<file path="src/rtl/mips_pkg.sv">
// Shared types and constants for the MIPS core: architectural states, reset vector, instruction size.
package mips_pkg;

  typedef enum logic [1:0] {
    FETCH = 2'b00,
    EXEC1 = 2'b01,
    EXEC2 = 2'b10,
    HALT  = 2'b11
  } state_t;

  localparam logic [31:0] RESET_VECTOR_DEFAULT = 32'hBFC0_0000;
  localparam logic [31:0] INSTR_BYTES          = 32'd4;

endpackage

</file>
<file path="src/rtl/mips_pc_unit.sv">
// Program counter with branch-delay-slot bookkeeping: a taken branch redirects
// the PC only after the instruction that follows it has committed.
module mips_pc_unit
  import mips_pkg::*;
#(
  parameter logic [31:0] RESET_VECTOR = RESET_VECTOR_DEFAULT
) (
  input  logic        clk,
  input  logic        reset,
  input  logic        commit,
  input  logic        capture,
  input  logic        branch_taken,
  input  logic [31:0] branch_target,
  output logic [31:0] pc,
  output logic        delay_slot,
  output logic [31:0] next_pc
);

  logic        pend;
  logic [31:0] pend_target;
  logic        cap_held;
  logic        take_now;
  logic [31:0] seq_pc;

  // Branches sitting in a delay slot never arm a redirect.
  assign take_now = capture & branch_taken & ~delay_slot;
  assign seq_pc   = pc + INSTR_BYTES;
  assign next_pc  = pend ? pend_target : seq_pc;

  always_ff @(posedge clk) begin
    if (reset) begin
      pc          <= RESET_VECTOR;
      delay_slot  <= 1'b0;
      pend        <= 1'b0;
      pend_target <= 32'd0;
      cap_held    <= 1'b0;
    end else begin
      if (take_now)
        pend_target <= branch_target;
      if (commit) begin
        pc       <= next_pc;
        cap_held <= 1'b0;
        // The redirect arms only at the branch's own commit, so an EXEC2 branch
        // does not jump before its delay slot.
        if (pend) begin
          pend       <= 1'b0;
          delay_slot <= 1'b0;
        end else if (take_now | cap_held) begin
          pend       <= 1'b1;
          delay_slot <= 1'b1;
        end else begin
          delay_slot <= 1'b0;
        end
      end else if (take_now) begin
        cap_held <= 1'b1;
      end
    end
  end

endmodule

</file>
<file path="src/rtl/mips_sequencer.sv">
// Multi-cycle sequencer: state register, instruction register, commit counter and halt detection.
// state | meaning
// FETCH | waiting for instruction word from memory
// EXEC1 | first execute cycle; branch capture, possible memory stall
// EXEC2 | second execute cycle for instructions flagged extra
// HALT  | control reached address 0; frozen until reset
module mips_sequencer
  import mips_pkg::*;
#(
  parameter logic [31:0] RESET_VECTOR = RESET_VECTOR_DEFAULT
) (
  input  logic        clk,
  input  logic        reset,
  input  logic        waitrequest,
  input  logic [31:0] readdata,
  input  logic        extra,
  input  logic        mem_op,
  input  logic        branch_taken,
  input  logic [31:0] branch_target,
  output logic [1:0]  state,
  output logic [31:0] pc,
  output logic [31:0] instr,
  output logic        delay_slot,
  output logic        active,
  output logic [31:0] instr_count
);

  state_t      state_q;
  state_t      state_d;
  logic        commit;
  logic        capture;
  logic [31:0] next_pc;

  mips_pc_unit #(.RESET_VECTOR(RESET_VECTOR)) u_pc (
    .clk           (clk),
    .reset         (reset),
    .commit        (commit),
    .capture       (capture),
    .branch_taken  (branch_taken),
    .branch_target (branch_target),
    .pc            (pc),
    .delay_slot    (delay_slot),
    .next_pc       (next_pc)
  );

  always_ff @(posedge clk) begin
    if (reset) state_q <= FETCH;
    else       state_q <= state_d;
  end

  always_comb begin
    state_d = state_q;
    commit  = 1'b0;
    capture = 1'b0;
    case (state_q)
      FETCH: if (!waitrequest) state_d = EXEC1;
      EXEC1: begin
        if (!(mem_op && waitrequest)) begin
          capture = 1'b1;
          if (extra) begin
            state_d = EXEC2;
          end else begin
            commit  = 1'b1;
            state_d = (next_pc == 32'd0) ? HALT : FETCH;
          end
        end
      end
      EXEC2: begin
        commit  = 1'b1;
        state_d = (next_pc == 32'd0) ? HALT : FETCH;
      end
      HALT:    state_d = HALT;
      default: state_d = FETCH;
    endcase
  end

  always_ff @(posedge clk) begin
    if (reset) begin
      instr       <= 32'd0;
      instr_count <= 32'd0;
    end else begin
      if (state_q == FETCH && !waitrequest)
        instr <= readdata;
      if (commit)
        instr_count <= instr_count + 32'd1;
    end
  end

  assign state  = state_q;
  assign active = (state_q != HALT);

endmodule
</file>
<file path="config.mk">
export PLATFORM = sky130hd
export DESIGN_NAME = mips_sequencer
export DESIGN_NICKNAME = d
export VERILOG_FILES = /design/src/rtl/mips_pkg.sv /design/src/rtl/mips_pc_unit.sv /design/src/rtl/mips_sequencer.sv
export SDC_FILE = /design/constraint.sdc
export NUM_CORES = 1
export LEC_CHECK = 0
export CAP_MARGIN = 5
export CORE_ASPECT_RATIO = 0.9
export CORE_MARGIN = 8
export CORE_UTILIZATION = 40
export DETAILED_ROUTE_END_ITERATION = 7
export GPL_ROUTABILITY_DRIVEN = 0
export HOLD_SLACK_MARGIN = 0.12
export PLACE_DENSITY = 0.78
export SYNTH_ARGS = -nofsm -noshare
export SYNTH_HDL_FRONTEND = slang
export SYNTH_SLANG_ARGS = --single-unit
</file>
<file path="constraint.sdc">
create_clock -name clk -period 8.05 [get_ports clk]
set_input_delay 1.61 -clock clk [delete_from_list [all_inputs] [get_ports clk]]
set_output_delay 1.61 -clock clk [all_outputs]
set_load 0.005 [all_outputs]
</file>
# Word-level counts from Yosys, hierarchy flattened
# Cells that the tools add are included.
# totals
register_bits	132
in_bits	70
output_inout_bits	100
word_cells	39
# op_classes
n_addsub	2
n_eq_ne	6
n_mux	13
n_bitwise	4
n_reduce_logical	7
# ops
cell	count
adder 32 x 1 -> 32 bit (second input constant)	1
adder 32 x 3 -> 32 bit (second input constant)	1
logical NOT 32 bit	1
two-way mux 32 bit	1
two-way mux 2 bit	4
case mux 2 bit (4 select lines)	1
two-way mux 1 bit	6
!= test 2 bit (second input constant)	3
equality test 2 bit (second input constant)	2
AND 1 bit	2
equality test 2 x 1 -> 1 bit (second input constant)	1
logical AND 1 bit	2
logical NOT 2 bit	1
case mux 1 bit (2 select lines)	1
AND reduction 2 bit	1
OR reduction 2 bit	1
logical NOT 1 bit	1
NOT 1 bit	1
bitwise OR 1 bit	1

# Depth between registers and ports, before layout
# depth
word_depth	8
ltp_mapped	11
depth_no_buf	10

# Cells and area by module
# A second synthesis with hierarchy kept.
# hier_totals
cells_unflattened	838
area_unflattened_um2	6541.3
# modules_own_cells
module	instances	cells_each	area_per_inst_um2	seq_area_each_um2
mips_pc_unit	1	477	3659.8	1321.3
mips_sequencer	1	361	2881.5	1321.3

# Worst setup path after synthesis
# Ideal clock, no wire load.
# synth_path
path_type	input port to flip-flop
start	in waitrequest
end	reg instr_count[28]
setup_time_ps	128
t_arrival_ps	3059
t_required_ps	7922
setup_slack_ps	4863
cell_stages	8
n_path_buf	0
path_cell_list	a21bo_2 > o21bai_1 > nand4_1 > or2_2 > nor2_1 > nand4_1 > xor2_1 > nor2_1
# synth_between
elab_chain_len	3
# synth_rtl
element	line_no	rtl
from (decl)	mips_sequencer.sv:14	input logic waitrequest,
logical AND 1 bit	mips_sequencer.sv:58	if (!(mem_op && waitrequest)) begin
two-way mux 1 bit	mips_sequencer.sv:58	
case mux 1 bit (2 select lines)	mips_sequencer.sv:55	case (state_q)
to (signal assigned)	mips_sequencer.sv:85	instr_count <= instr_count + 32'd1;
to (decl)	mips_sequencer.sv:25	output logic [31:0] instr_count
# Every way passes these cells.
# A chain may end at the register's enable or synchronous reset.

# Worst setup path in the final report
# layout_path
start	in waitrequest
end	reg u_pc.pc[12]
# layout_between
elab_chain_len	3
# layout_rtl
element	line_no	rtl
logical AND 1 bit	mips_sequencer.sv:58	
two-way mux 1 bit	mips_sequencer.sv:58	
case mux 1 bit (2 select lines)	mips_sequencer.sv:55	
to (signal assigned)	mips_pc_unit.sv:41	pc <= next_pc;
to (decl)	mips_pc_unit.sv:14	output logic [31:0] pc,
# Every way passes these cells.

==> results.yml <==
clock_network:
  postCtsSetupBuffers: 0
  cts_root_buffer: "clkbuf_16"
  cts_tree: "built"
  cts_buffers: 17
  ctsResizeCount: 0
  h-tree-depth: 4
  clock-sinks: 132
  cts_hold_buffers: 0
  worstSkewPairLatency_ns: 0.42
  path_clk_slew_ns: 0.06
  cts_max_path_buffers: 2
power:
  power.total_uw: 1657
  ir_drop_mv: 0.1750
  power_leakage_uw: 0.003096
  power_density_nw_per_um2: 190.6
yosys:
  async_reset_ff_share_pct: 0
  synth_top_area_share_pct: 41.66
  synth-seq-cells: 132
  synth_area_leaders: "dfxtp_1 42%, nand2_1 11%, a21oi_1 7.6%"
  ys_warn_count: 0
  synth-seq-area-share_pct: 41.66
  synth_area_um2: 6344
  syn_nets: 899
  synth_edf_count: 0
  synth_area_per_cell_um2: 7.717
  yosys.area.top_type: "dfxtp_1"
  synthFlopType: "dfxtp_1"
  yosysUniqueCellTypes: 59
  syn_inst: 822
final_layout:
  final_common_cell: "nand2_1"
  fillCellCount: 1388
  final_cell_mix: "183 x nand2_1, 168 x clkdlybuf4s50_1, 132 x dfxtp_1, 96 x a21oi_1, 70 x nor2_1"
  drive_gt1_share_pct: 5.567
  final_nets: 1035
  area_delta_synth_final_pct: 37.02
  area.sequential_um2: 2643
  multi_input_area_um2: 3426
  fin_cells: 1173
timing:
  finalSetupViolCount: 0
  tightest_slew_ns: 1.182
  grt_setup_unrepaired: "false"
  maxSlewViolCount: 0
  skew_ns: 0.01202
  worst_slack_ns: 4.110
  min_period_over_period_pct: 48.95
  fin_setup_tns_ns: 0
  fmaxAchievable_ghz: 0.2538
  hold_violations: 0
  relSlewSlack_pct: 20.89
  period_minus_slack_ns: 3.940
placement:
  io_buffers: 169
  dp.cells: 1141
  dp_slack_ns: 3.817
  hpwlAfterDp_um: 14110
global_routing:
  grt_usage_pct: 19.27
  overflow: 0
  grt_max_degree: 88
  grt_antenna_before_repair: 1
  grt_pass1_vias: 5882
  grt_pass1_wl_um: 31350
critical_path:
  slowest_stage: "nor2_1"
  path_cells: "clkdlybuf4s50_1, a21bo_2, o21bai_1, nand2_1, buf_4, nor2_1, a221oi_1, nor2_1"
  cpMostUsedCell: "nor2_1"
  crit_fanout: 47
  slowest_delay_ns: 0.95
  cp.required_ns: 8.39
  critPathBufInv: 2
  start_kind: "input pin"
  setup.worst_path.class: "in2reg"
  crit_arrival_ns: 4.28
  cp-end-kind: "register"
  cp_top_family: "simple AND/OR/NAND/NOR gates"
routing:
  routed_via_density: 5.503
  antenna_left: 0
  first_pass_iters: 5
  drc: 0
  drt_iter0_drc: 585
  wirelength_um: 19810
  wl_per_cell_um: 16.88
  vias: 6455
floorplan:
  start_util_pct: 41.08
  coreArea_um2: 15440
  die_h_um: 135.5
  ioPinCount: 170
  die-area_um2: 20150
  num_rows: 43
  die_w_um: 148.7
hold_path:
  hold_class: "reg2reg"
status:
  run_status: "finished, final reports clean"
run:
  maxCapViolCount: 0
[cell usage after synthesis, types with 5 or more instances]
| library cell | number |
|---|---|
| nor3_1 | 18 |
| ha_1 | 7 |
| xor2_1 | 29 |
| xnor2_1 | 13 |
| nand2b_1 | 9 |
| dfxtp_1 | 132 |
| a221oi_1 | 10 |
| nand3_1 | 25 |
| nand4_1 | 17 |
| nor2_1 | 70 |
| and3_1 | 12 |
| nor4_1 | 15 |
| mux2i_1 | 10 |
| o211ai_1 | 5 |
| clkbuf_1 | 46 |
| or3_1 | 12 |
| o31a_1 | 8 |
| buf_1 | 5 |
| inv_1 | 11 |
| a21oi_1 | 96 |
| nand2_1 | 183 |
| buf_2 | 6 |
| o21ai_0 | 13 |
[worst reg2reg max path, stage by stage, from the launching register on]
cell and delay [ns]:
dfxtp_1 0.50, ha_1 0.39, nand4_4 0.22, or4_4 0.73, o31a_1 0.32, o31ai_1 0.36, o2111ai_1 0.23, nor4_2 0.36
o2111ai_1 0.18, nand2_1 0.10
[worst paths after layout]
| check | from | to | slack [ns] | cells after the start |
|---|---|---|---|---|
| setup / recovery | waitrequest | u_pc.pc[12]$_SDFFE_PP0P_ | 4.11 | 8 |
| hold / removal | instr[17]$_SDFFE_PP0P_ | instr[17]$_SDFFE_PP0P_ | 0.45 | 2 |
| setup reg to reg | u_pc.pc[2]$_SDFFE_PP0P_ | state[0]$_SDFFE_PP0P_ | 4.61 | 9 |
| hold reg to reg | instr[17]$_SDFFE_PP0P_ | instr[17]$_SDFFE_PP0P_ | 0.45 | 2 |
[state kept, by name, summed over array words and instances (netlist names)]
signal / flops
u_pc.pend_target: 32
instr: 32
u_pc.delay_slot: 1
instr_count: 32
u_pc.cap_held: 1
u_pc.pc: 32
state: 2
[routing by layer]
layer	global-route usage, %	up-vias	share of wire (%)
met5	0	-	0
met4	8.796	0	3.3
met3	5.110	39	7.6
met2	29.39	282	46
met1	25.07	2998	43
li1	-	3136	-
[metrics by stage]
step | hold WS [ns] | cell area, um^2 | util, %
floorplan | 0.4312 | 6344 | -
global placement | 0.4381 | 8108 | 52.51
detailed placement | 0.4457 | 8108 | 52.51
CTS | 0.4534 | 8690 | 56.28
global route | 0.4672 | 8692 | 56.29
finish | 0.4527 | 8692 | 56.29
[power breakdown]
part / switching, uW / internal (uW) / leakage (uW)
sequential: 30.0 / 680 / 0.00107
combinational: 86.6 / 98.5 / 0.00174
clock: 292 / 470 / 0.000281
[kinds of logic (layout without fill, tap and decap cells)]
family | after synthesis | in the layout | synth area share (%)
compound gates | 170 | 170 | 16.49
xor+xnor | 42 | 42 | 5.799
fa+ha+maj | 7 | 7 | 1.381
buf+inv | 71 | 219 | 4.458
flops | 132 | 132 | 41.66
mux | 10 | 10 | 1.578
other cells | 0 | 1 | 0
simple gates | 390 | 390 | 28.64
[layout make-up]
| class | instances | share of cell area [%] |
|---|---|---|
| Multi-Input combinational cell | 619 | 39.41 |
| Tap cell | 202 | 2.908 |
| Clock inverter | 12 | 1.483 |
| Inverter | 12 | 0.5182 |
| Timing Repair Buffer | 176 | 20.04 |
| Sequential cell | 132 | 30.40 |
| Clock buffer | 19 | 5.211 |
| Antenna cell | 1 | 0.02879 |
(Power assumes the default switching activity.)
